[src/rtl/regfile_seq.sv]
// Command sequencer driving a 16x4 register file with a registered read port.
// Runs one command at a time: read, ALU, write back, then a done pulse.
module regfile_seq #(
  parameter int DW = 4,
  parameter int AW = 4
) (
  input  logic          clk,
  input  logic          rst,
  input  logic          cmd_valid,
  output logic          cmd_ready,
  input  logic [2:0]    cmd_op,
  input  logic [AW-1:0] cmd_rs1,
  input  logic [AW-1:0] cmd_rs2,
  input  logic [AW-1:0] cmd_rd,
  input  logic [DW-1:0] cmd_imm,
  output logic [AW-1:0] rr1,
  output logic [AW-1:0] rr2,
  output logic [AW-1:0] wr,
  output logic [DW-1:0] wdata,
  output logic          wenable,
  input  logic [DW-1:0] outreg1,
  input  logic [DW-1:0] outreg2,
  output logic [DW-1:0] result,
  output logic          carry,
  output logic          zero,
  output logic          done
);

  localparam logic [2:0] OP_ADD = 3'd0;
  localparam logic [2:0] OP_SUB = 3'd1;
  localparam logic [2:0] OP_AND = 3'd2;
  localparam logic [2:0] OP_OR  = 3'd3;
  localparam logic [2:0] OP_XOR = 3'd4;
  localparam logic [2:0] OP_LDI = 3'd5;
  localparam logic [2:0] OP_MOV = 3'd6;
  localparam logic [2:0] OP_RD  = 3'd7;

  typedef enum logic [2:0] {
    S_IDLE,
    S_READ,
    S_CAPT,
    S_WRITE,
    S_DONE
  } state_t;

  state_t        state;
  state_t        state_n;
  logic [2:0]    op_q;
  logic [AW-1:0] rd_q;
  logic          accept;
  logic          is_ldi;

  logic [DW:0]   sum;
  logic [DW:0]   diff;
  logic [DW-1:0] alu_res;
  logic          alu_c;

  assign accept = cmd_valid && cmd_ready;
  assign is_ldi = (cmd_op == OP_LDI);

  always_ff @(posedge clk or posedge rst) begin
    if (rst) begin
      state <= S_IDLE;
    end else begin
      state <= state_n;
    end
  end

  always_comb begin
    state_n = state;
    unique case (state)
      S_IDLE: begin
        if (accept) begin
          state_n = is_ldi ? S_WRITE : S_READ;
        end
      end
      S_READ:  state_n = S_CAPT;
      S_CAPT:  state_n = (op_q == OP_RD) ? S_DONE : S_WRITE;
      S_WRITE: state_n = S_DONE;
      S_DONE:  state_n = S_IDLE;
      default: state_n = S_IDLE;
    endcase
  end

  always_comb begin
    alu_res = '0;
    alu_c   = 1'b0;
    sum     = {1'b0, outreg1} + {1'b0, outreg2};
    diff    = {1'b0, outreg1} - {1'b0, outreg2};
    unique case (1'b1)
      (op_q == OP_ADD): begin
        alu_res = sum[DW-1:0];
        alu_c   = sum[DW];
      end
      (op_q == OP_SUB): begin
        alu_res = diff[DW-1:0];
        alu_c   = diff[DW];
      end
      (op_q == OP_AND): alu_res = outreg1 & outreg2;
      (op_q == OP_OR):  alu_res = outreg1 | outreg2;
      (op_q == OP_XOR): alu_res = outreg1 ^ outreg2;
      (op_q == OP_MOV),
      (op_q == OP_RD):  alu_res = outreg1;
      default: alu_res = '0;
    endcase
  end

  // Handshake/strobe outputs are registered copies of the next state.
  always_ff @(posedge clk or posedge rst) begin
    if (rst) begin
      cmd_ready <= 1'b1;
      wenable   <= 1'b0;
      done      <= 1'b0;
      op_q      <= '0;
      rd_q      <= '0;
      rr1       <= '0;
      rr2       <= '0;
      wr        <= '0;
      wdata     <= '0;
      result    <= '0;
      carry     <= 1'b0;
      zero      <= 1'b0;
    end else begin
      cmd_ready <= (state_n == S_IDLE);
      wenable   <= (state_n == S_WRITE);
      done      <= (state_n == S_DONE);
      if (accept) begin
        op_q <= cmd_op;
        rd_q <= cmd_rd;
        if (is_ldi) begin
          wr     <= cmd_rd;
          wdata  <= cmd_imm;
          result <= cmd_imm;
          carry  <= 1'b0;
          zero   <= (cmd_imm == '0);
        end else begin
          rr1 <= cmd_rs1;
          rr2 <= cmd_rs2;
        end
      end
      if (state == S_CAPT) begin
        result <= alu_res;
        carry  <= alu_c;
        zero   <= (alu_res == '0);
        if (op_q != OP_RD) begin
          wr    <= rd_q;
          wdata <= alu_res;
        end
      end
    end
  end

endmodule

[config.mk]
export PLATFORM = sky130hd
export DESIGN_NAME = regfile_seq
export DESIGN_NICKNAME = d
export VERILOG_FILES = /design/src/rtl/regfile_seq.sv
export SDC_FILE = /design/constraint.sdc
export NUM_CORES = 1
export LEC_CHECK = 0
export CORE_ASPECT_RATIO = 0.9
export CORE_MARGIN = 1
export CORE_UTILIZATION = 25
export CTS_CLUSTER_DIAMETER = 100
export DETAILED_ROUTE_END_ITERATION = 10
export PLACE_DENSITY = 0.55
export SYNTH_ARGS = -nofsm -noshare
export SYNTH_HDL_FRONTEND = slang
export SYNTH_SLANG_ARGS = --single-unit
[constraint.sdc]
create_clock -name clk -period 1.5 [get_ports clk]
set_input_delay 0.45 -clock clk [delete_from_list [all_inputs] [get_ports clk]]
set_output_delay 0.45 -clock clk [all_outputs]
set_load 0.01 [all_outputs]
==> summary.md <==
| Metric | Value |
|---|---|
| Via count of the first global-routing pass | 1884 |
| Number of H-tree levels | 2 |
| Total nets after synthesis | 239 |
| Detailed router's first-iteration violation count | 53 |
| Top-level port count | 55 |
| WP data arrival | 2.03 ns |
| First-pass GRT wire length | 8910 um |
| Gr ovfl total | 0 |
| Distinct cells, synth | 49 |
| Setup repair after global routing missed its margin | yes |
| CP Max Fanout | 2 |
| DRC Markers | 0 |
| Mux contribution to synthesized area | 14.7% |
| TritonCTS clock tree | built |
| Most used DFF post-synth | dfrtp_1 |
| Internal power | 3.33 mW |
| Share of total power in combinational logic | 55.9% |
| Total standard cell area after synthesis | 2100 um2 |
| Average via count per standard cell | 4.54 |
| Reg2reg setup slack | -0.09 ns |
| Number of detailed-route iterations in the first pass | 4 |
| Maxcap violations | 0 |
| Via total after detailed routing | 1802 |
| Total length of routed wires | 5250 um |
| Maximum buffer depth of the clock tree | 2 |
| Part of the total power dissipated in sequential elements | 32.7% |
| Fraction of power spent switching nets | 38.0% |
| TritonCTS buffer count | 5 |
| Nets | 343 |
| R2r endpoint | result[2] |
| Clock power share | 11.4% |
| Data required time at the worst endpoint | 1.67 ns |
| Transition at the pin with the smallest max-transition slack | 0.330 ns |
| Core ar. | 8110 um2 |
| Number of antenna repair diodes | 0 |
| Initial antenna violation count | 0 |
| Failing checks | negative setup slack |
| Number of placement rows | 31 |
| Final worst slack | -0.359 ns |
| Total of warnings raised by yosys | 0 |
| Share of the synthesized area in compound gates (AO/OA/AOI/OAI) | 13.1% |
| Remaining antenna violation count | 0 |
| Worst IR drop on VDD | 0.708 mV |
| Maximum number of pins on one net before global-route repair | 26 |
| Sink Count | 35 |
| WS Path Type | in2reg |
| Number of enable flip-flop cells after synthesis | 0 |
| Post-CTS Hold Buffers | 0 |
| Slew Limit Fails | 0 |
| Count of port buffers added during placement | 54 |
| Power per Cell Area | 1590 nW/um2 |
| Dominant combinational cell family by area after synthesis | simple AND/OR/NAND/NOR gates |
| Final Setup Violations | 10 |
| Worst-case reg-to-reg path depth | 7 |
| GRT Util Overall | 13.0% |
| Worst Setup SP | outreg1[0] |
| Area added between synthesis and finish | 60.8% |
| Proportion of synthesized chip area in sequential cells | 41.7% |
| Kind of start point of the critical path | input port |
| Synthesized-area fraction occupied by adder cells | 9.04% |
| CTS clk-pin slew, worst paths | 0.07 ns |
| Share of synthesized cell area in and, or, nand and nor gates | 15.1% |
| GP Congestion | 0.805 |
| Die Height | 89.0 um |
| Share of the synthesized area in the top cell type | 40.4% |
| Effective utilization at floorplan | 26.0% |
| WL/cell | 13.2 um |
| Maximum clock skew at final layout | 0.00489 ns |
| Share of layout cells above drive strength 1 | 44.0% |
| Beginning of the worst register-to-register path | cmd_ready |
| Root buffer selected by CTS | clkbuf_8 |
| Worst Setup EP | zero |
| Clock latency on the worst-skew pair | 0.27 ns |
| Sum Neg Setup Slack | -2.14 ns |
| Fmax | 538 MHz |
| Die Area | 8790 um2 |
| Cell taking the most area after synthesis | dfrtp_1 |
| Final HPWL DP | 3970 um |
| Register bit total from synthesis | 35 |
| Async SR Flop Fraction | 100% |
| Die Span X | 98.7 um |
| Overall Power | 5.37 mW |
| Minimum clock period | 1.86 ns |
| Final worst path period share | 124% |
| Post-Synth XOR/XNOR Area | 0% |
| Mean area per synthesized cell | 10.8 um2 |
| Post-Synthesis Cells | 195 |
| Crit path capture type | flip-flop |
| Kind of path behind the tightest hold check | reg2reg |
| Worst-case setup slack after placement | -1.13 ns |
| Static leakage | 1.50 nW |
| Outcome | complete, but fails checks |
| Final hold violation count | 0 |
| Max-Slew Margin vs Limit | 78.0% |
| Top post-synthesis cells by area | dfrtp_1 40%, mux2_2 8.0%, ha_1 7.1%, mux2_1 4.3%, a21oi_1 3.6% |
| Filler cell count in the final layout | 779 |
| Switching Power | 2.04 mW |
[worst max-delay path: stages]
cell	delay [ns]
buf_6	0.10
buf_6	0.12
inv_12	0.04
ha_4	0.12
inv_2	0.03
fa_2	0.51
nor2_1	0.04
a211o_1	0.22
o311a_1	0.14
and4_4	0.15
o2bb2ai_2	0.10
[cell families after synthesis]
logic type	count (synthesis)
AO/OA/AOI/OAI	43
adder cells (fa/ha/maj)	14
buffers and inverters	23
flip-flops	35
multiplexers	28
AND/OR/NAND/NOR	52
[state kept, by name (all words and copies together) (netlist names)]
| signal | flops |
|---|---|
| op_q | 3 |
| rr2 | 4 |
| zero | 1 |
| wenable | 1 |
| rr1 | 4 |
| carry | 1 |
| rd_q | 4 |
| cmd_ready | 1 |
| result | 4 |
| state | 3 |
| wdata | 4 |
| done | 1 |
| wr | 4 |
[cells in the final DEF (no fill, tap or decap), drive strengths merged, types with 3 or more instances in the layout]
cell type and n:
ha 12, dfrtp 34, nor3b 3, dlygate4sd2 29
nor2 15, nand3 4, inv 12, clkbuf 7
buf 59, nand2b 4, nor2b 3, clkdlybuf4s50 17
nand2 10, a21oi 15, o21ai 11, mux2i 5
mux2 23
[per-layer routing]
metal | part of all wire (%) | routed length (um) | track usage (%)
met4 | 0.30 | 16 | 2.44
met5 | 0 | 0 | 0
met1 | 47 | 2460 | 17.2
met3 | 4.1 | 217 | 3.05
met2 | 49 | 2560 | 22.0
[synthesized netlist by cell type, drive strengths merged (3+ instances only)]
cell type	instances
ha	12
nor3b	3
nand3	4
a21oi	15
o21ai	11
nand2b	4
dfrtp	34
nor2	15
mux2i	5
mux2	23
nand2	10
buf	10
nor2b	3
inv	13
[how the worst min path moves through the flow]
stage	start	endpoint	slack, ns	depth (start not counted)
global route	rst	result[3]	0.50	3
global placement	rd_q[3]	wr[3]	0.46	2
finish	rd_q[0]	wr[0]	0.47	2
floorplan	rd_q[0]	wr[0]	0.45	2
detailed placement	rd_q[0]	wr[0]	0.47	2
CTS	rd_q[0]	wr[0]	0.48	2
[per-stage QoR]
stage	area, um2	hold slack [ns]	util, %	std cells
6_report	3380	0.474	41.7	397
5_1_grt	3380	0.505	41.7	397
4_1_cts	3320	0.482	40.9	396
3_5_place_dp	3110	0.466	38.4	384
3_3_place_gp	3110	0.460	38.4	384
2_1_floorplan	2160	0.449	-	195
[power by group through the flow]
stage	clock network [mW]	registers [mW]	logic [mW]
2_1_floorplan	0	1.82	1.56
3_3_place_gp	0	1.77	2.96
3_5_place_dp	0	1.77	2.98
4_1_cts	0.643	1.75	2.91
5_1_grt	0.673	1.83	3.31
6_report	0.611	1.76	3.00
[final cells by class]
| cell class | instances | area [um2] | area share, % |
|---|---|---|---|
| Clock buffer | 6 | 72.6 | 2.14 |
| Inverter | 13 | 70.1 | 2.07 |
| Multi-Input combinational cell | 137 | 1280 | 38.0 |
| Sequential cell | 35 | 880 | 26.0 |
| Timing Repair Buffer | 107 | 952 | 28.1 |
| Tap cell | 99 | 124 | 3.66 |
[timing repair]
item	CTS	global route
gates resized for setup	83	29
pin swaps	18	11
gates cloned	1	0
setup buffers	5	4
endpoints found under the setup margin	49	15
(Power assumes the default switching activity.)
